<file path="src/rtl/enemy_sched_pkg.sv">
// Shared state encoding, default sizing and counter-width helper for the
// enemy wave scheduler.
package enemy_sched_pkg;

   typedef enum logic [1:0] {
      S_IDLE      = 2'd0,
      S_RUN       = 2'd1,
      S_GAME_OVER = 2'd2
   } state_t;

   localparam int N_ENEMY_DEF      = 4;
   localparam int FRAME_CYCLES_DEF = 833333;
   localparam int SPAWN_FRAMES_DEF = 60;
   localparam int MOVE_FRAMES_DEF  = 4;
   localparam int LIVES_INIT_DEF   = 3;

   // Bits needed to hold 0..n-1; never less than one bit.
   function automatic int cnt_w(input int n);
      return (n <= 1) ? 1 : $clog2(n);
   endfunction

endpackage

</file>
<file path="src/rtl/frame_tick_gen.sv">
// Free-running frame divider: one-cycle frameTick after the counter holds
// FRAME_CYCLES-1. Holds while run is low, restarts from zero on clr.
module frame_tick_gen
   import enemy_sched_pkg::*;
#(
   parameter int FRAME_CYCLES = FRAME_CYCLES_DEF
) (
   input  logic clk,
   input  logic resetn,
   input  logic clr,
   input  logic run,
   output logic frameTick
);

   localparam int W = cnt_w(FRAME_CYCLES);
   localparam logic [W-1:0] LAST = W'(FRAME_CYCLES - 1);

   logic [W-1:0] count;

   always_ff @(posedge clk or negedge resetn) begin
      if (!resetn) begin
         count     <= '0;
         frameTick <= 1'b0;
      end else if (clr) begin
         count     <= '0;
         frameTick <= 1'b0;
      end else if (run) begin
         frameTick <= (count == LAST);
         count     <= (count == LAST) ? '0 : count + W'(1);
      end else begin
         frameTick <= 1'b0;
      end
   end

endmodule

</file>
<file path="src/rtl/enemy_wave_scheduler.sv">
// Game-side sequencer for the enemy slot bank: frame tick, timed spawns into
// the lowest free slot, staggered move sweeps, and score/lives/game-over.
module enemy_wave_scheduler
   import enemy_sched_pkg::*;
#(
   parameter int N_ENEMY      = N_ENEMY_DEF,
   parameter int FRAME_CYCLES = FRAME_CYCLES_DEF,
   parameter int SPAWN_FRAMES = SPAWN_FRAMES_DEF,
   parameter int MOVE_FRAMES  = MOVE_FRAMES_DEF,
   parameter int LIVES_INIT   = LIVES_INIT_DEF
) (
   input  logic               clk,
   input  logic               resetn,
   input  logic               start,
   input  logic [N_ENEMY-1:0] slotInReset,
   input  logic [N_ENEMY-1:0] bottomReached,
   input  logic [N_ENEMY-1:0] collidedWithBullet,
   output logic [N_ENEMY-1:0] enable,
   output logic [N_ENEMY-1:0] updatePosition,
   output logic               frameTick,
   output logic [N_ENEMY-1:0] activeMask,
   output logic [7:0]         score,
   output logic [1:0]         lives,
   output logic               gameOver
);

   localparam int SW = cnt_w(SPAWN_FRAMES);
   localparam int MW = cnt_w(MOVE_FRAMES);
   localparam logic [SW-1:0]      SPAWN_LAST = SW'(SPAWN_FRAMES - 1);
   localparam logic [MW-1:0]      MOVE_LAST  = MW'(MOVE_FRAMES - 1);
   localparam logic [N_ENEMY-1:0] SECOND     = N_ENEMY'(2);

   if (FRAME_CYCLES <= N_ENEMY + 1) begin : g_bad_frame
      $error("FRAME_CYCLES must exceed N_ENEMY+1 so sweeps never overlap");
   end
   if (N_ENEMY < 2 || N_ENEMY > 8) begin : g_bad_slots
      $error("N_ENEMY must be in 2..8");
   end

   state_t             state;
   logic [SW-1:0]      spawn_cnt;
   logic [MW-1:0]      move_cnt;
   logic [N_ENEMY-1:0] snap, walk;
   logic [N_ENEMY-1:0] hits, bots, free, lowest, spawn_bits;
   logic [3:0]         n_hits, n_bots, lives_left;
   logic [8:0]         score_sum;
   logic               alive, restart, sweep_fire;

   assign alive      = (state == S_RUN) && (lives != 2'd0);
   assign restart    = start && (state != S_RUN);
   assign hits       = collidedWithBullet & activeMask;
   // Collision wins over bottom on the same slot.
   assign bots       = bottomReached & activeMask & ~collidedWithBullet;
   assign free       = slotInReset & ~activeMask;
   assign sweep_fire = frameTick && (move_cnt == MOVE_LAST);
   assign spawn_bits = (frameTick && spawn_cnt == SPAWN_LAST) ? lowest : '0;
   assign score_sum  = {1'b0, score} + {5'd0, n_hits};
   assign lives_left = {2'b00, lives} - n_bots;

   always_comb begin
      lowest = '0;
      n_hits = '0;
      n_bots = '0;
      for (int i = N_ENEMY - 1; i >= 0; i--) begin
         if (free[i]) begin
            lowest    = '0;
            lowest[i] = 1'b1;
         end
      end
      for (int i = 0; i < N_ENEMY; i++) begin
         n_hits = n_hits + {3'd0, hits[i]};
         n_bots = n_bots + {3'd0, bots[i]};
      end
   end

   frame_tick_gen #(.FRAME_CYCLES(FRAME_CYCLES)) u_frame (
      .clk       (clk),
      .resetn    (resetn),
      .clr       (restart),
      .run       (alive),
      .frameTick (frameTick)
   );

   always_ff @(posedge clk or negedge resetn) begin
      if (!resetn) begin
         state          <= S_IDLE;
         spawn_cnt      <= '0;
         move_cnt       <= '0;
         snap           <= '0;
         walk           <= '0;
         enable         <= '0;
         updatePosition <= '0;
         activeMask     <= '0;
         score          <= '0;
         lives          <= '0;
         gameOver       <= 1'b0;
      end else begin
         case (state)
            S_RUN: begin
               if (lives == 2'd0) begin
                  // Abort any spawn pulse or sweep on the way out.
                  state          <= S_GAME_OVER;
                  gameOver       <= 1'b1;
                  enable         <= '0;
                  updatePosition <= '0;
                  walk           <= '0;
               end else begin
                  enable     <= spawn_bits;
                  activeMask <= (activeMask & ~(hits | bots)) | spawn_bits;
                  score      <= score_sum[8] ? 8'hff : score_sum[7:0];
                  lives      <= (n_bots < {2'b00, lives}) ? lives_left[1:0] : 2'd0;
                  if (frameTick) begin
                     if (spawn_cnt != SPAWN_LAST) spawn_cnt <= spawn_cnt + SW'(1);
                     else if (spawn_bits != '0)   spawn_cnt <= '0;
                     move_cnt <= (move_cnt == MOVE_LAST) ? '0 : move_cnt + MW'(1);
                  end
                  // walk marks the slot whose pulse goes out next cycle.
                  if (sweep_fire) begin
                     snap           <= activeMask;
                     walk           <= SECOND;
                     updatePosition <= activeMask & N_ENEMY'(1);
                  end else begin
                     updatePosition <= snap & walk;
                     walk           <= walk << 1;
                  end
               end
            end
            default: begin
               if (start) begin
                  state          <= S_RUN;
                  spawn_cnt      <= '0;
                  move_cnt       <= '0;
                  snap           <= '0;
                  walk           <= '0;
                  enable         <= '0;
                  updatePosition <= '0;
                  activeMask     <= '0;
                  score          <= '0;
                  lives          <= 2'(LIVES_INIT);
                  gameOver       <= 1'b0;
               end
            end
         endcase
      end
   end

endmodule

</file>
<file path="config.mk">
export PLATFORM = sky130hd
export DESIGN_NAME = enemy_wave_scheduler
export DESIGN_NICKNAME = d
export VERILOG_FILES = /design/src/rtl/enemy_sched_pkg.sv /design/src/rtl/frame_tick_gen.sv /design/src/rtl/enemy_wave_scheduler.sv
export SDC_FILE = /design/constraint.sdc
export NUM_CORES = 1
export LEC_CHECK = 0
export BUFFER_PORTS_ARGS = -buffer_cell sky130_fd_sc_hd__buf_2
export CAP_MARGIN = 15
export CORE_ASPECT_RATIO = 1.25
export CORE_UTILIZATION = 58
export DETAILED_ROUTE_END_ITERATION = 8
export GPL_ROUTABILITY_DRIVEN = 0
export PLACE_DENSITY = 0.87
export SLEW_MARGIN = 20
export SYNTH_ARGS = -nofsm -noshare
export SYNTH_HDL_FRONTEND = slang
export SYNTH_SLANG_ARGS = --single-unit
</file>
<file path="constraint.sdc">
create_clock -name clk -period 2.75 [get_ports clk]
set_input_delay 0 -clock clk [delete_from_list [all_inputs] [get_ports clk]]
set_output_delay 0 -clock clk [all_outputs]
set_load 0.02 [all_outputs]
</file>
==> impl_results.html, run 1 <==
<table>
<tr><th>Metric</th><th>Value</th></tr>
<tr><th colspan="2">Synth</th></tr>
<tr><td>Sequential-to-total area share from yosys stat</td><td>0.454</td></tr>
<tr><td>Area share of the leading cell type in the synthesized netlist</td><td>0.454</td></tr>
<tr><td>Nets in the synthesized netlist</td><td>between 300 and 400</td></tr>
<tr><td>Top_reg_cell synth</td><td>sky130_fd_sc_hd__dfrtp_1</td></tr>
<tr><td>Synth Warn #</td><td>0</td></tr>
<tr><td>Adder-cell area share of the yosys netlist</td><td>0.0631</td></tr>
<tr><td>Number of different library cells in the post-synthesis netlist</td><td>50</td></tr>
<tr><td>Multiplexer area fraction after synthesis</td><td>0.0193</td></tr>
<tr><td>Number of cells produced by synthesis</td><td>340</td></tr>
<tr><td>Xor and xnor fraction of the mapped netlist area</td><td>0.0108</td></tr>
<tr><td>Simple-Gate Fraction of Synth Area</td><td>0.256</td></tr>
<tr><td>Largest area contributor in the netlist</td><td>sky130_fd_sc_hd__dfrtp_1</td></tr>
<tr><td>Number of storage elements in the synthesis netlist</td><td>a little under 60</td></tr>
<tr><td>Number of enable-type register cells in the synthesized netlist</td><td>0</td></tr>
<tr><td>Cell area after synthesis</td><td>3250 µm²</td></tr>
<tr><td>Main combinational cell family by area after synthesis</td><td>simple AND/OR/NAND/NOR gates</td></tr>
<tr><td>Leading cell types by total area after synthesis</td><td>sky130_fd_sc_hd__dfrtp_1, sky130_fd_sc_hd__o21ai_0, sky130_fd_sc_hd__nand2_1, sky130_fd_sc_hd__nand3_1, sky130_fd_sc_hd__ha_1</td></tr>
<tr><td>Area fraction in compound gates after synthesis</td><td>0.162</td></tr>
<tr><td>Post-synthesis area per instance</td><td>about 9.6 µm²</td></tr>
<tr><td>Share of flip-flops with an asynchronous set or reset after synthesis</td><td>1.00</td></tr>
<tr><th colspan="2">Final layout</th></tr>
<tr><td>Fill cell count</td><td>roughly 400</td></tr>
<tr><td>Fraction of layout instances using a drive strength above 1</td><td>0.210</td></tr>
<tr><td>Final cell utilization of the core</td><td>0.698</td></tr>
<tr><td>Sequential cell area</td><td>between 1000 and 1500 µm²</td></tr>
<tr><td>Area taken by multi-input logic gates</td><td>around 1700 µm²</td></tr>
<tr><td>Count of inserted antenna diode cells</td><td>0</td></tr>
<tr><td>Area growth from synthesis to layout</td><td>16.2%</td></tr>
<tr><td># nets final</td><td>420</td></tr>
<tr><th colspan="2">Clock network</th></tr>
<tr><td>Clock Path Buffers</td><td>2</td></tr>
<tr><td>Sink Count</td><td>59</td></tr>
<tr><td>Register clock-pin slew on the reported worst setup and hold paths</td><td>~0.07 ns</td></tr>
<tr><td>Clock latency on the worst-skew pair</td><td>approximately 0.35 ns</td></tr>
<tr><td>Clock tree from TritonCTS</td><td>yes</td></tr>
<tr><td>CTS Buf Count</td><td>9</td></tr>
<tr><td>Root Buffer</td><td>sky130_fd_sc_hd__clkbuf_8</td></tr>
<tr><td>Post-CTS repair timing setup buffer count</td><td>0</td></tr>
<tr><td>H-tree levels</td><td>3</td></tr>
<tr><th colspan="2">STA</th></tr>
<tr><td>Rel. slew slack</td><td>0.429</td></tr>
<tr><td>Maximum clock rate</td><td>393 MHz</td></tr>
<tr><td>Final setup viols</td><td>0</td></tr>
<tr><td>Minimum period implied by the final worst setup slack</td><td>about 2.5 ns</td></tr>
<tr><td>Slew at the pin closest to its max-slew limit</td><td>between 0.8 and 0.9 ns</td></tr>
<tr><td>Crit share post-route</td><td>0.924</td></tr>
<tr><td>Final clock skew</td><td>between 0.006 and 0.007 ns</td></tr>
<tr><td>Hold Vio Cnt, Final</td><td>0</td></tr>
<tr><td>Fin Setup TNS</td><td>0 ns</td></tr>
<tr><td>Unrepaired setup endpoints after global routing</td><td>false</td></tr>
<tr><td>Final max-slew violation count</td><td>0</td></tr>
<tr><th colspan="2">Run status</th></tr>
<tr><td>Run status</td><td>complete, no violations</td></tr>
<tr><th colspan="2">Worst setup path</th></tr>
<tr><td>Required time of the critical path</td><td>2.96 ns</td></tr>
<tr><td>Reg2reg start</td><td>activeMask[2]$_DFFE_PN0P_</td></tr>
<tr><td>Arrival time at the worst endpoint</td><td>2.76 ns</td></tr>
<tr><td>Crit end category</td><td>flip-flop</td></tr>
<tr><td>Worst setup SP type</td><td>flip-flop</td></tr>
<tr><td>Maximum fanout along the worst path</td><td>5</td></tr>
<tr><td>Worst Setup SP</td><td>activeMask[2]$_DFFE_PN0P_</td></tr>
<tr><td>Register-to-Register Path Depth</td><td>10</td></tr>
<tr><td>Worst Path Class, Setup</td><td>flip-flop to flip-flop</td></tr>
<tr><th colspan="2">Drt</th></tr>
<tr><td>Average routed wire per standard cell</td><td>approximately 16 µm</td></tr>
<tr><td>Number of nets with antenna violations after routing</td><td>0</td></tr>
<tr><td>Post-Route WL</td><td>approximately 7600 µm</td></tr>
<tr><td>First-pass iteration count of the detailed router</td><td>4</td></tr>
<tr><td>Initial detailed-routing violation count</td><td>between 100 and 150</td></tr>
<tr><td>Via Count</td><td>about 2800</td></tr>
<tr><td>DR vias/cell</td><td>a little over 6</td></tr>
<tr><td>Drc violations</td><td>0</td></tr>
<tr><th colspan="2">Floorplan</th></tr>
<tr><td>Std-Cell Rows</td><td>30</td></tr>
<tr><td>Core area</td><td>between 5000 and 6000 µm²</td></tr>
<tr><td>Initial standard-cell utilization of the core</td><td>0.601</td></tr>
<tr><td>Total Die Area</td><td>about 6000 µm²</td></tr>
<tr><td>Die Ht</td><td>85.7 µm</td></tr>
<tr><td>Die width</td><td>a little under 70 µm</td></tr>
<tr><td>Number of I/O pins</td><td>39</td></tr>
<tr><th colspan="2">Min path</th></tr>
<tr><td>Hold path startpoint</td><td>slotInReset[0]</td></tr>
<tr><td>Class of the tightest hold or removal check</td><td>input pin to flip-flop</td></tr>
<tr><td>Cell count of the worst hold path</td><td>4</td></tr>
<tr><th colspan="2">Job</th></tr>
<tr><td>Max Cap Violations</td><td>0</td></tr>
<tr><th colspan="2">Power and ir drop</th></tr>
<tr><td>Cell leakage power</td><td>1.79 nW</td></tr>
<tr><td>PwrDens</td><td>about 750 nW/µm²</td></tr>
<tr><td>Maximum vdd ir drop</td><td>roughly 0.43 mV</td></tr>
<tr><th colspan="2">GRT</th></tr>
<tr><td>Number of global-route vias before repair</td><td>2861</td></tr>
<tr><td>Pin count of the biggest net entering global routing</td><td>40</td></tr>
<tr><td>GRT overflow</td><td>0</td></tr>
<tr><td>Antenna violations before repair</td><td>0</td></tr>
<tr><td>Wire length of the first global-routing pass</td><td>between 10000 and 15000 µm</td></tr>
<tr><td>All-layer global routing usage</td><td>0.295</td></tr>
<tr><th colspan="2">Placement</th></tr>
<tr><td>Buffers added on ports</td><td>38</td></tr>
<tr><td>Half-perimeter wire length after placement</td><td>5310 µm</td></tr>
</table>
-- path summary, 6_finish.rpt --
path | slack (ns) | endpoint
worst max-delay path | 0.21 | score[4]$_DFFE_PN0P_
worst min-delay path | 0.01 | enable[1]$_DFFE_PN0P_
worst max register to register | 0.21 | score[4]$_DFFE_PN0P_
worst min register to register | 0.47 | enable[2]$_DFFE_PN0P_
max in group asynchronous | 1.76 | u_frame.count[2]$_DFFE_PN0P_
min in group asynchronous | 0.29 | spawn_cnt[3]$_DFFE_PN0P_
-- state kept, by name (all words and copies together), names as in the netlist --
name and flops:
activeMask 4, enable 4, gameOver 1, lives 2, move_cnt 2, score 8
snap 3, spawn_cnt 6, state 1, u_frame.count 20, u_frame.frameTick 1, updatePosition 4
walk 3
-- kinds of logic after synthesis --
group | count (synthesis)
AOI/OAI and AO/OA | 83
xor gates and xnor gates | 4
adders and majority gates | 14
buffers and inverters | 29
DFF | 59
muxes | 6
and+or+nand+nor | 145
-- metrics by stage --
| stage | cell area [µm²] | setup WS (ns) | total power [mW] | std cells | hold slack (ns) |
|---|---|---|---|---|---|
| 4_1_cts | 3760 | 0.150 | 2.81 | 460 | 0.00552 |
| 5_1_grt | 3770 | 0.0158 | 2.98 | 460 | 0.0539 |
| 2_1_floorplan | 3250 | 0.208 | 1.75 | 340 | -0.296 |
| 6_report | 3770 | 0.208 | 2.82 | 460 | 0.0146 |
| 3_5_place_dp | 3550 | 0.153 | 2.08 | 440 | 0.157 |
| 3_3_place_gp | 3550 | 0.277 | 2.03 | 440 | 0.160 |
-- area by class of cell --
cell class,count,area share
clock inverters,5,0.00729
multi-input cells,252,0.442
repair buffers,52,0.0809
flip-flops and latches,59,0.391
inverters,17,0.0169
clock buffers,11,0.0401
well taps,64,0.0212
-- cells in the mapped netlist (3+ instances only) --
cell / count
sky130_fd_sc_hd__dfrtp_1: 59
sky130_fd_sc_hd__nand2_1: 38
sky130_fd_sc_hd__o21ai_0: 34
sky130_fd_sc_hd__nand3_1: 27
sky130_fd_sc_hd__inv_1: 17
sky130_fd_sc_hd__nor2_1: 16
sky130_fd_sc_hd__a21oi_1: 13
sky130_fd_sc_hd__ha_1: 10
sky130_fd_sc_hd__clkbuf_1: 9
sky130_fd_sc_hd__nor3_1: 9
sky130_fd_sc_hd__nand2b_1: 8
sky130_fd_sc_hd__nand4_1: 8
sky130_fd_sc_hd__a22o_1: 6
sky130_fd_sc_hd__o31ai_1: 6
sky130_fd_sc_hd__and3_1: 5
sky130_fd_sc_hd__nor2b_1: 5
sky130_fd_sc_hd__o211ai_1: 5
sky130_fd_sc_hd__a32o_1: 4
sky130_fd_sc_hd__and2_1: 4
sky130_fd_sc_hd__fa_1: 4
sky130_fd_sc_hd__mux2i_1: 4
sky130_fd_sc_hd__or2_2: 4
sky130_fd_sc_hd__a21o_1: 3
sky130_fd_sc_hd__a31oi_1: 3
sky130_fd_sc_hd__buf_2: 3
sky130_fd_sc_hd__nand3b_1: 3
sky130_fd_sc_hd__xnor2_1: 3
-- metal layers --
metal / up-vias / GRT usage / wire (µm)
met5: - / 0 / 0
met4: 0 / 0.174 / 120
met3: 16 / 0.0864 / 322
met2: 79 / 0.469 / 4050
met1: 1413 / 0.345 / 3090
li1: 1339 / - / -
-- power by group --
part / leakage [nW] / switching (mW) / total (mW) / internal [mW]
clock: 0.0949 / 0.370 / 0.739 / 0.369
combinational: 0.891 / 0.676 / 1.00 / 0.328
sequential: 0.805 / 0.111 / 1.07 / 0.963
total: 1.79 / 1.16 / 2.82 / 1.66
-- critical path, stage by stage (launching register included) --
cell                       delay [ns]
sky130_fd_sc_hd__dfrtp_1         0.38
sky130_fd_sc_hd__and2_1          0.15
sky130_fd_sc_hd__fa_1            0.50
sky130_fd_sc_hd__inv_1           0.06
sky130_fd_sc_hd__fa_1            0.43
sky130_fd_sc_hd__inv_1           0.09
sky130_fd_sc_hd__fa_1            0.21
sky130_fd_sc_hd__nand3_2         0.12
sky130_fd_sc_hd__and3_1          0.20
sky130_fd_sc_hd__o21ai_0         0.13
sky130_fd_sc_hd__o311ai_0        0.13
-- placed cells by master, fill, tap and decap left out, types with 10 or more instances in the layout --
cell type                  Yosys  layout
sky130_fd_sc_hd__dfrtp_1      59      59
sky130_fd_sc_hd__buf_4         0      10
sky130_fd_sc_hd__inv_1        17      17
sky130_fd_sc_hd__nand3_1      27      25
sky130_fd_sc_hd__nor2_1       16      16
sky130_fd_sc_hd__nand2_1      38      38
sky130_fd_sc_hd__a21oi_1      13      13
sky130_fd_sc_hd__ha_1         10      10
sky130_fd_sc_hd__o21ai_0      34      34
sky130_fd_sc_hd__clkbuf_8      0      11
sky130_fd_sc_hd__buf_2         3      38
-- what timing repair did --
| item | in CTS | in global routing |
|---|---|---|
| endpoints found under the hold margin | 43 | 0 |
| endpoints found under the setup margin | 0 | 5 |
| hold buffers | 4 | 0 |
| gates resized for setup | 0 | 2 |
(Power assumes the default switching activity.)
==> run 2: changes to the inputs <==
--- a/config.mk
+++ b/config.mk
@@ -5,13 +5,15 @@
 export SDC_FILE = /design/constraint.sdc
 export NUM_CORES = 1
 export LEC_CHECK = 0
+export ABC_AREA = 1
 export BUFFER_PORTS_ARGS = -buffer_cell sky130_fd_sc_hd__buf_2
 export CAP_MARGIN = 15
 export CORE_ASPECT_RATIO = 1.25
-export CORE_UTILIZATION = 58
+export CORE_UTILIZATION = 59
 export DETAILED_ROUTE_END_ITERATION = 8
 export GPL_ROUTABILITY_DRIVEN = 0
 export PLACE_DENSITY = 0.87
+export RECOVER_POWER = 25
 export SLEW_MARGIN = 20
 export SYNTH_ARGS = -nofsm -noshare
 export SYNTH_HDL_FRONTEND = slang
==> run 2 against run 1 <==
The flow now finishes with violations (DRC). Clock skew about the same. Setup slack worse by 0.022 ns. Global-route usage down 2.4 points. Sequential power hardly changed. Final cell count rose by 22%. Largest power group unchanged.
==> impl_results.html, run 2 <==
<table>
<tr><th>Metric</th><th>Value</th></tr>
<tr><th colspan="2">Synth</th></tr>
<tr><td>Leading cell types by total area after synthesis</td><td>sky130_fd_sc_hd__dfrtp_1, sky130_fd_sc_hd__nand2_1, sky130_fd_sc_hd__nand3_1, sky130_fd_sc_hd__inv_1, sky130_fd_sc_hd__o21ai_0</td></tr>
<tr><td>Number of different library cells in the post-synthesis netlist</td><td>37</td></tr>
<tr><td>Area share of the leading cell type in the synthesized netlist</td><td>0.421</td></tr>
<tr><td>Cell area after synthesis</td><td>about 3500 µm²</td></tr>
<tr><td>Largest area contributor in the netlist</td><td>sky130_fd_sc_hd__dfrtp_1</td></tr>
<tr><td>Post-synthesis area per instance</td><td>7.90 µm²</td></tr>
<tr><td>Synth top cells by count</td><td>sky130_fd_sc_hd__nand2_1, sky130_fd_sc_hd__dfrtp_1, sky130_fd_sc_hd__nand3_1</td></tr>
<tr><td>Number of cells produced by synthesis</td><td>between 400 and 500</td></tr>
<tr><td>Nets in the synthesized netlist</td><td>roughly 470</td></tr>
<tr><td>Sequential-to-total area share from yosys stat</td><td>0.421</td></tr>
<tr><td>Number of enable-type register cells in the synthesized netlist</td><td>0</td></tr>
<tr><td>Share of flip-flops with an asynchronous set or reset after synthesis</td><td>1.00</td></tr>
<tr><td>Cell with the most instances after synthesis</td><td>sky130_fd_sc_hd__nand2_1</td></tr>
<tr><td>Number of storage elements in the synthesis netlist</td><td>59</td></tr>
<tr><td>Synth Warn #</td><td>0</td></tr>
<tr><td>Top_reg_cell synth</td><td>sky130_fd_sc_hd__dfrtp_1</td></tr>
<tr><th colspan="2">Run status</th></tr>
<tr><td>Violations in the final reports</td><td>DRC</td></tr>
<tr><td>Run status</td><td>complete, but fails checks</td></tr>
<tr><th colspan="2">Worst setup path</th></tr>
<tr><td>Worst-case register-to-register setup slack</td><td>0.19 ns</td></tr>
<tr><td>Required time of the critical path</td><td>3.00 ns</td></tr>
<tr><td>Destination of the worst register-to-register timing path</td><td>score[0]$_DFFE_PN0P_</td></tr>
<tr><td>Reg2reg start</td><td>activeMask[2]$_DFFE_PN0P_</td></tr>
<tr><td>Arrival time at the worst endpoint</td><td>between 2 and 3 ns</td></tr>
<tr><td>Termination of the worst setup path</td><td>score[0]$_DFFE_PN0P_</td></tr>
<tr><td>Register-to-Register Path Depth</td><td>12</td></tr>
<tr><td>Crit end category</td><td>flip-flop</td></tr>
<tr><td>Maximum fanout along the worst path</td><td>6</td></tr>
<tr><td>Worst setup SP type</td><td>flip-flop</td></tr>
<tr><td>Worst Setup SP</td><td>activeMask[2]$_DFFE_PN0P_</td></tr>
<tr><td>Worst Path Class, Setup</td><td>flip-flop to flip-flop</td></tr>
<tr><th colspan="2">Min path</th></tr>
<tr><td>Class of the tightest hold or removal check</td><td>input pin to flip-flop</td></tr>
<tr><td>Hold path startpoint</td><td>slotInReset[0]</td></tr>
<tr><th colspan="2">Final layout</th></tr>
<tr><td>Count of inserted antenna diode cells</td><td>0</td></tr>
<tr><td>Registers with the highest flip-flop counts</td><td>u_frame.count x20, score x8, spawn_cnt x6</td></tr>
<tr><td>Fraction of layout instances using a drive strength above 1</td><td>0.161</td></tr>
<tr><td>Final cell utilization of the core</td><td>0.695</td></tr>
<tr><td>Area growth from synthesis to layout</td><td>14.5%</td></tr>
<tr><td>Commonest cells after routing, fill and taps aside</td><td>sky130_fd_sc_hd__nand2_1, sky130_fd_sc_hd__dfrtp_1, sky130_fd_sc_hd__nand3_1</td></tr>
<tr><td>Reg with most FFs</td><td>u_frame.count</td></tr>
<tr><td>Largest register FFs</td><td>20</td></tr>
<tr><td>Fill cell count</td><td>442</td></tr>
<tr><td>Commonest non-fill, non-tap cell in the layout</td><td>sky130_fd_sc_hd__nand2_1</td></tr>
<tr><td># nets final</td><td>521</td></tr>
<tr><th colspan="2">Drt</th></tr>
<tr><td>Average routed wire per standard cell</td><td>around 14 µm</td></tr>
<tr><td>First-pass iteration count of the detailed router</td><td>8</td></tr>
<tr><td>Number of nets with antenna violations after routing</td><td>0</td></tr>
<tr><td>Via Count</td><td>about 3200</td></tr>
<tr><td>Drc violations</td><td>1</td></tr>
<tr><td>Post-Route WL</td><td>between 7000 and 8000 µm</td></tr>
<tr><td>Initial detailed-routing violation count</td><td>between 200 and 250</td></tr>
<tr><td>DR vias/cell</td><td>between 5 and 6</td></tr>
<tr><th colspan="2">Clock network</th></tr>
<tr><td>Clock Path Buffers</td><td>2</td></tr>
<tr><td>Root Buffer</td><td>sky130_fd_sc_hd__clkbuf_8</td></tr>
<tr><td>Sink Count</td><td>59</td></tr>
<tr><td>Clock latency on the worst-skew pair</td><td>roughly 0.34 ns</td></tr>
<tr><td>CTS Buf Count</td><td>9</td></tr>
<tr><td>H-tree levels</td><td>3</td></tr>
<tr><td>Clock tree from TritonCTS</td><td>yes</td></tr>
<tr><td>Register clock-pin slew on the reported worst setup and hold paths</td><td>0.07 ns</td></tr>
<tr><th colspan="2">Floorplan</th></tr>
<tr><td>Die Ht</td><td>slightly below 90 µm</td></tr>
<tr><td>Total Die Area</td><td>about 6300 µm²</td></tr>
<tr><td>Die width</td><td>71.0 µm</td></tr>
<tr><td>Core area</td><td>approximately 5800 µm²</td></tr>
<tr><td>Initial standard-cell utilization of the core</td><td>0.607</td></tr>
<tr><td>Std-Cell Rows</td><td>31</td></tr>
<tr><td>Number of I/O pins</td><td>39</td></tr>
<tr><th colspan="2">Power and ir drop</th></tr>
<tr><td>Total chip power</td><td>2.91 mW</td></tr>
<tr><td>Cell leakage power</td><td>a little over 2 nW</td></tr>
<tr><td>PwrDens</td><td>726 nW/µm²</td></tr>
<tr><td>Maximum vdd ir drop</td><td>between 0.7 and 0.8 mV</td></tr>
<tr><th colspan="2">GRT</th></tr>
<tr><td>GRT overflow</td><td>0</td></tr>
<tr><td>Pin count of the biggest net entering global routing</td><td>50</td></tr>
<tr><td>Antenna violations before repair</td><td>0</td></tr>
<tr><td>Wire length of the first global-routing pass</td><td>~13000 µm</td></tr>
<tr><td>Number of global-route vias before repair</td><td>2937</td></tr>
<tr><td>All-layer global routing usage</td><td>0.271</td></tr>
<tr><th colspan="2">Placement</th></tr>
<tr><td>Half-perimeter wire length after placement</td><td>approximately 5600 µm</td></tr>
<tr><td>Buffers added on ports</td><td>38</td></tr>
<tr><th colspan="2">STA</th></tr>
<tr><td>Hold Vio Cnt, Final</td><td>0</td></tr>
<tr><td>Final clock skew</td><td>slightly above 0.007 ns</td></tr>
<tr><td>Rel. slew slack</td><td>0.214</td></tr>
<tr><td>Final setup viols</td><td>0</td></tr>
<tr><td>Final max-slew violation count</td><td>0</td></tr>
<tr><td>Minimum period implied by the final worst setup slack</td><td>2.56 ns</td></tr>
<tr><td>Maximum clock rate</td><td>390 MHz</td></tr>
<tr><td>Crit share post-route</td><td>0.932</td></tr>
<tr><td>Slew at the pin closest to its max-slew limit</td><td>about 1.2 ns</td></tr>
<tr><th colspan="2">Job</th></tr>
<tr><td>Max Cap Violations</td><td>0</td></tr>
</table>
## run 2: timing repair
item	CTS	global route
hold endpoints to repair	49	0
endpoints found under the setup margin	0	9
setup buffers	0	3
gates resized for setup	0	6
hold buffers	2	0
## run 2: metal layers
metal | share of wire | GRT usage | vias up
li1 | - | - | 1547
met1 | 0.43 | 0.333 | 1489
met2 | 0.50 | 0.466 | 101
met3 | 0.042 | 0.0524 | 23
met4 | 0.030 | 0.125 | 0
met5 | 0 | 0 | -
## run 2: worst min path at each step
stage                                           end  slack (ns)  depth (start not counted)
final                         enable[2]$_DFFE_PN0P_        0.05                          4
after global routing          enable[2]$_DFFE_PN0P_        0.05                          4
after CTS                     enable[2]$_DFFE_PN0P_        0.02                          4
after detailed placement   spawn_cnt[0]$_DFFE_PN0P_        0.26                          1
after global placement     spawn_cnt[4]$_DFFE_PN0P_        0.25                          1
after floorplan           activeMask[0]$_DFFE_PN0P_       -0.30                          0
## run 2: through the flow
| step | hold WS, ns | area, µm² | TNS [ns] | worst slack (ns) | instances |
|---|---|---|---|---|---|
| detailed placement | 0.257 | 3720 | 0 | 0.0610 | 542 |
| global route | 0.0542 | 4020 | -0.00500 | -0.00500 | 563 |
| global placement | 0.248 | 3720 | 0 | 0.192 | 542 |
| CTS | 0.0224 | 3980 | 0 | 0.0592 | 560 |
| floorplan | -0.296 | 3510 | 0 | 0.216 | 444 |
| finish | 0.0460 | 4020 | 0 | 0.186 | 563 |
## run 2: critical path, stage by stage (launching register included)
cell and delay [ns]:
sky130_fd_sc_hd__dfrtp_1 0.41, sky130_fd_sc_hd__nand2_1 0.09, sky130_fd_sc_hd__inv_1 0.06, sky130_fd_sc_hd__fa_1 0.50
sky130_fd_sc_hd__inv_1 0.06, sky130_fd_sc_hd__fa_2 0.35, sky130_fd_sc_hd__inv_2 0.08, sky130_fd_sc_hd__fa_2 0.22
sky130_fd_sc_hd__nand4_1 0.15, sky130_fd_sc_hd__nor2_2 0.17, sky130_fd_sc_hd__nand4_1 0.13, sky130_fd_sc_hd__buf_6 0.17
sky130_fd_sc_hd__o211ai_1 0.08
## run 2: final cells by class
type	count	area [µm²]	area share
multi-input cells	321	1760	0.438
flip-flops and latches	59	1480	0.367
repair buffers	44	244	0.0607
inverters	57	219	0.0545
clock buffers	13	169	0.0420
well taps	66	82.6	0.0206
clock inverters	3	68.8	0.0171
## run 2: cells by family after synthesis
group / Yosys count / share of synthesized area
buf+inv: 64 / 0.0820
flops: 59 / 0.421
compound gates: 53 / 0.0888
simple gates: 241 / 0.318
fa+ha+maj: 14 / 0.0585
xor+xnor: 13 / 0.0324
## run 2: power by group
part | internal (mW) | leakage (nW) | switching (mW)
logic | 0.265 | 1.11 | 0.679
clock network | 0.587 | 0.120 | 0.344
registers | 0.945 | 0.808 | 0.0953
total | 1.80 | 2.04 | 1.12
==> run 3: changes to the inputs <==
--- a/config.mk
+++ b/config.mk
@@ -17,4 +17,5 @@
 export SLEW_MARGIN = 20
 export SYNTH_ARGS = -nofsm -noshare
 export SYNTH_HDL_FRONTEND = slang
+export SYNTH_HIERARCHICAL = 1
 export SYNTH_SLANG_ARGS = --single-unit
==> run 3 against run 2 <==
The run ends with DRC, capacitance limit, slew limit left. Synthesized cell count increased by 2.0%. Final area decreased by 1.8%. Critical path depth increased by 1. Sequential power about the same.
==> impl_results.html, run 3 <==
<table>
<tr><th>Metric</th><th>Value</th></tr>
<tr><th colspan="2">STA</th></tr>
<tr><td>Slew at the pin closest to its max-slew limit</td><td>between 1.5 and 2 ns</td></tr>
<tr><td>Unrepaired setup endpoints after global routing</td><td>true</td></tr>
<tr><td>Minimum period implied by the final worst setup slack</td><td>~2.6 ns</td></tr>
<tr><td>Crit share post-route</td><td>0.943</td></tr>
<tr><td>Maximum clock rate</td><td>around 390 MHz</td></tr>
<tr><td>Final worst hold slack</td><td>between 0.015 and 0.02 ns</td></tr>
<tr><td>Rel. slew slack</td><td>-0.123</td></tr>
<tr><td>Final clock skew</td><td>between 0.01 and 0.015 ns</td></tr>
<tr><td>Hold Vio Cnt, Final</td><td>0</td></tr>
<tr><td>Final setup viols</td><td>0</td></tr>
<tr><td>Final max-slew violation count</td><td>33</td></tr>
<tr><th colspan="2">Synth</th></tr>
<tr><td>Cell area after synthesis</td><td>between 3000 and 4000 µm²</td></tr>
<tr><td>Nets in the synthesized netlist</td><td>482</td></tr>
<tr><td>Post-synthesis area per instance</td><td>slightly below 8 µm²</td></tr>
<tr><td>Cell with the most instances after synthesis</td><td>sky130_fd_sc_hd__nand2_1</td></tr>
<tr><td>Leading cell types by total area after synthesis</td><td>sky130_fd_sc_hd__dfrtp_1, sky130_fd_sc_hd__nand2_1, sky130_fd_sc_hd__nand3_1, sky130_fd_sc_hd__inv_1, sky130_fd_sc_hd__nor2_1</td></tr>
<tr><td>Synth Warn #</td><td>6</td></tr>
<tr><td>Largest area contributor in the netlist</td><td>sky130_fd_sc_hd__dfrtp_1</td></tr>
<tr><td>Sequential-to-total area share from yosys stat</td><td>0.423</td></tr>
<tr><td>Number of enable-type register cells in the synthesized netlist</td><td>0</td></tr>
<tr><td>Synth top cells by count</td><td>sky130_fd_sc_hd__nand2_1, sky130_fd_sc_hd__dfrtp_1, sky130_fd_sc_hd__inv_1</td></tr>
<tr><td>Share of flip-flops with an asynchronous set or reset after synthesis</td><td>1.00</td></tr>
<tr><td>Number of cells produced by synthesis</td><td>453</td></tr>
<tr><td>Number of storage elements in the synthesis netlist</td><td>59</td></tr>
<tr><td>Top_reg_cell synth</td><td>sky130_fd_sc_hd__dfrtp_1</td></tr>
<tr><td>Area share of the leading cell type in the synthesized netlist</td><td>0.423</td></tr>
<tr><td>Number of different library cells in the post-synthesis netlist</td><td>37</td></tr>
<tr><th colspan="2">Final layout</th></tr>
<tr><td>Commonest cells after routing, fill and taps aside</td><td>sky130_fd_sc_hd__nand2_1, sky130_fd_sc_hd__dfrtp_1, sky130_fd_sc_hd__inv_1</td></tr>
<tr><td>Fill cell count</td><td>422</td></tr>
<tr><td>Registers with the highest flip-flop counts</td><td>u_frame/count x20, score x8, spawn_cnt x6</td></tr>
<tr><td>Sequential cell area</td><td>~1500 µm²</td></tr>
<tr><td>Reg with most FFs</td><td>u_frame/count</td></tr>
<tr><td>Area taken by multi-input logic gates</td><td>1740 µm²</td></tr>
<tr><td>Commonest non-fill, non-tap cell in the layout</td><td>sky130_fd_sc_hd__nand2_1</td></tr>
<tr><td># nets final</td><td>530</td></tr>
<tr><td>Final non-filler cell area</td><td>between 3000 and 4000 µm²</td></tr>
<tr><td>Count of inserted antenna diode cells</td><td>0</td></tr>
<tr><td>Largest register FFs</td><td>20</td></tr>
<tr><td>Fraction of layout instances using a drive strength above 1</td><td>0.140</td></tr>
<tr><td>Area growth from synthesis to layout</td><td>13.1%</td></tr>
<tr><th colspan="2">Power and ir drop</th></tr>
<tr><td>Cell leakage power</td><td>roughly 2.0 nW</td></tr>
<tr><td>PwrDens</td><td>around 700 nW/µm²</td></tr>
<tr><td>Maximum vdd ir drop</td><td>0.486 mV</td></tr>
<tr><th colspan="2">Clock network</th></tr>
<tr><td>CTS Buf Count</td><td>9</td></tr>
<tr><td>Clock Path Buffers</td><td>2</td></tr>
<tr><td>Clock tree from TritonCTS</td><td>yes</td></tr>
<tr><td>Sink Count</td><td>just under 60</td></tr>
<tr><td>Root Buffer</td><td>sky130_fd_sc_hd__clkbuf_8</td></tr>
<tr><td>Register clock-pin slew on the reported worst setup and hold paths</td><td>roughly 0.070 ns</td></tr>
<tr><td>Clock latency on the worst-skew pair</td><td>0.34 ns</td></tr>
<tr><td>H-tree levels</td><td>3</td></tr>
<tr><th colspan="2">GRT</th></tr>
<tr><td>Number of global-route vias before repair</td><td>around 3200</td></tr>
<tr><td>Met3 Resource Use GR</td><td>0.0725</td></tr>
<tr><td>All-layer global routing usage</td><td>0.287</td></tr>
<tr><td>GRT overflow</td><td>0</td></tr>
<tr><td>Fraction of met1 tracks used by global routing</td><td>0.332</td></tr>
<tr><td>Pin count of the biggest net entering global routing</td><td>33</td></tr>
<tr><td>Most Used Layer, Global Route</td><td>met2</td></tr>
<tr><td>Wire length of the first global-routing pass</td><td>around 14000 µm</td></tr>
<tr><td>Met2 global-route usage</td><td>0.492</td></tr>
<tr><td>Antenna violations before repair</td><td>0</td></tr>
<tr><th colspan="2">Drt</th></tr>
<tr><td>Via Count</td><td>roughly 3200</td></tr>
<tr><td>First-pass iteration count of the detailed router</td><td>7</td></tr>
<tr><td>Initial detailed-routing violation count</td><td>~260</td></tr>
<tr><td>Number of nets with antenna violations after routing</td><td>0</td></tr>
<tr><td>DR vias/cell</td><td>5.60</td></tr>
<tr><td>Drc violations</td><td>6</td></tr>
<tr><td>Post-Route WL</td><td>7860 µm</td></tr>
<tr><td>Average routed wire per standard cell</td><td>between 10 and 15 µm</td></tr>
<tr><th colspan="2">Worst setup path</th></tr>
<tr><td>Worst setup SP type</td><td>flip-flop</td></tr>
<tr><td>Worst Path Class, Setup</td><td>flip-flop to flip-flop</td></tr>
<tr><td>Crit end category</td><td>flip-flop</td></tr>
<tr><td>Required time of the critical path</td><td>~3 ns</td></tr>
<tr><td>Arrival time at the worst endpoint</td><td>about 2.8 ns</td></tr>
<tr><td>Maximum fanout along the worst path</td><td>6</td></tr>
<tr><th colspan="2">Floorplan</th></tr>
<tr><td>Std-Cell Rows</td><td>30</td></tr>
<tr><td>Die Ht</td><td>just under 90 µm</td></tr>
<tr><td>Core area</td><td>5560 µm²</td></tr>
<tr><td>Die width</td><td>around 71 µm</td></tr>
<tr><td>Number of I/O pins</td><td>39</td></tr>
<tr><td>Initial standard-cell utilization of the core</td><td>0.628</td></tr>
<tr><td>Total Die Area</td><td>around 6200 µm²</td></tr>
<tr><th colspan="2">Run status</th></tr>
<tr><td>Violations in the final reports</td><td>DRC, capacitance limit, slew limit</td></tr>
<tr><td>Run status</td><td>complete, but fails checks</td></tr>
<tr><th colspan="2">Placement</th></tr>
<tr><td>Half-perimeter wire length after placement</td><td>roughly 5700 µm</td></tr>
<tr><td>Placed standard-cell area</td><td>between 3000 and 4000 µm²</td></tr>
<tr><td>Buffers added on ports</td><td>38</td></tr>
<tr><th colspan="2">Job</th></tr>
<tr><td>Max Cap Violations</td><td>1</td></tr>
<tr><th colspan="2">Min path</th></tr>
<tr><td>Class of the tightest hold or removal check</td><td>input pin to flip-flop</td></tr>
</table>
[run 3: stage by stage]
step	setup WS (ns)	TNS (ns)	power, mW	utilization	std cells
after detailed placement	0.142	0	1.91	0.674	552
after global placement	0.316	0	1.88	0.674	552
after floorplan	0.275	0	1.67	-	453
final	0.156	0	2.70	0.710	570
after CTS	0.116	0	2.70	0.711	570
after global routing	-0.00437	-0.00437	2.86	0.710	570
[run 3: layout make-up]
cell class / count / area share
Clock inverter: 2 / 0.00888
Clock buffer: 14 / 0.0387
Tap cell: 64 / 0.0203
Inverter: 60 / 0.0571
Multi-Input combinational cell: 327 / 0.442
Sequential cell: 59 / 0.374
Timing Repair Buffer: 44 / 0.0590
[run 3: cells by family after synthesis]
| kind of cell | count (synthesis) | share of synthesized area |
|---|---|---|
| XOR/XNOR | 13 | 0.0327 |
| flip-flops | 59 | 0.423 |
| buffers and inverters | 67 | 0.0775 |
| adder cells (fa/ha/maj) | 14 | 0.0588 |
| AND/OR/NAND/NOR | 247 | 0.321 |
| AO/OA/AOI/OAI | 53 | 0.0868 |
[run 3: path summary, 6_finish.rpt]
path,depth (start not counted),to,slack (ns),from
min,3,enable[1]$_DFFE_PN0P_,0.02,slotInReset[1]
min in group asynchronous,2,lives[0]$_DFFE_PN0P_,0.62,resetn
min reg2reg,2,updatePosition[2]$_DFFE_PN0P_,0.51,updatePosition[2]$_DFFE_PN0P_
max,13,score[5]$_DFFE_PN0P_,0.16,activeMask[2]$_DFFE_PN0P_
max in group asynchronous,3,move_cnt[0]$_DFFE_PN0P_,1.08,resetn
max reg2reg,13,score[5]$_DFFE_PN0P_,0.16,activeMask[2]$_DFFE_PN0P_
[run 3: where the power goes]
group	switching, mW	internal, mW	total [mW]
sequential	0.0817	0.937	1.02
clock	0.338	0.444	0.781
combinational	0.647	0.253	0.900
total	1.07	1.63	2.70
[run 3: worst max-delay path, stage by stage, from the launching register on]
cell and delay, ns:
sky130_fd_sc_hd__dfrtp_1 0.43, sky130_fd_sc_hd__nand2_1 0.10, sky130_fd_sc_hd__inv_1 0.06, sky130_fd_sc_hd__fa_1 0.52, sky130_fd_sc_hd__inv_1 0.06, sky130_fd_sc_hd__fa_1 0.39, sky130_fd_sc_hd__inv_1 0.09, sky130_fd_sc_hd__fa_1 0.20
sky130_fd_sc_hd__nand2_1 0.09, sky130_fd_sc_hd__nor2_2 0.15, sky130_fd_sc_hd__nand2_1 0.16, sky130_fd_sc_hd__nand3_1 0.13, sky130_fd_sc_hd__nand2_1 0.05, sky130_fd_sc_hd__o21ai_0 0.08
[run 3: layer usage]
metal / wire [µm] / share of wire / up-vias
li1: - / - / 1557
met1: 3280 / 0.42 / 1503
met2: 3960 / 0.50 / 105
met3: 369 / 0.047 / 27
met4: 255 / 0.032 / 0
met5: 0 / 0 / -
[run 3: timing repair]
action                                  CTS  global route
hold buffers                              2             0
setup buffers                             0             0
resized for setup                         0             2
hold endpoints to repair                 31             0
endpoints found under the setup margin    0             5
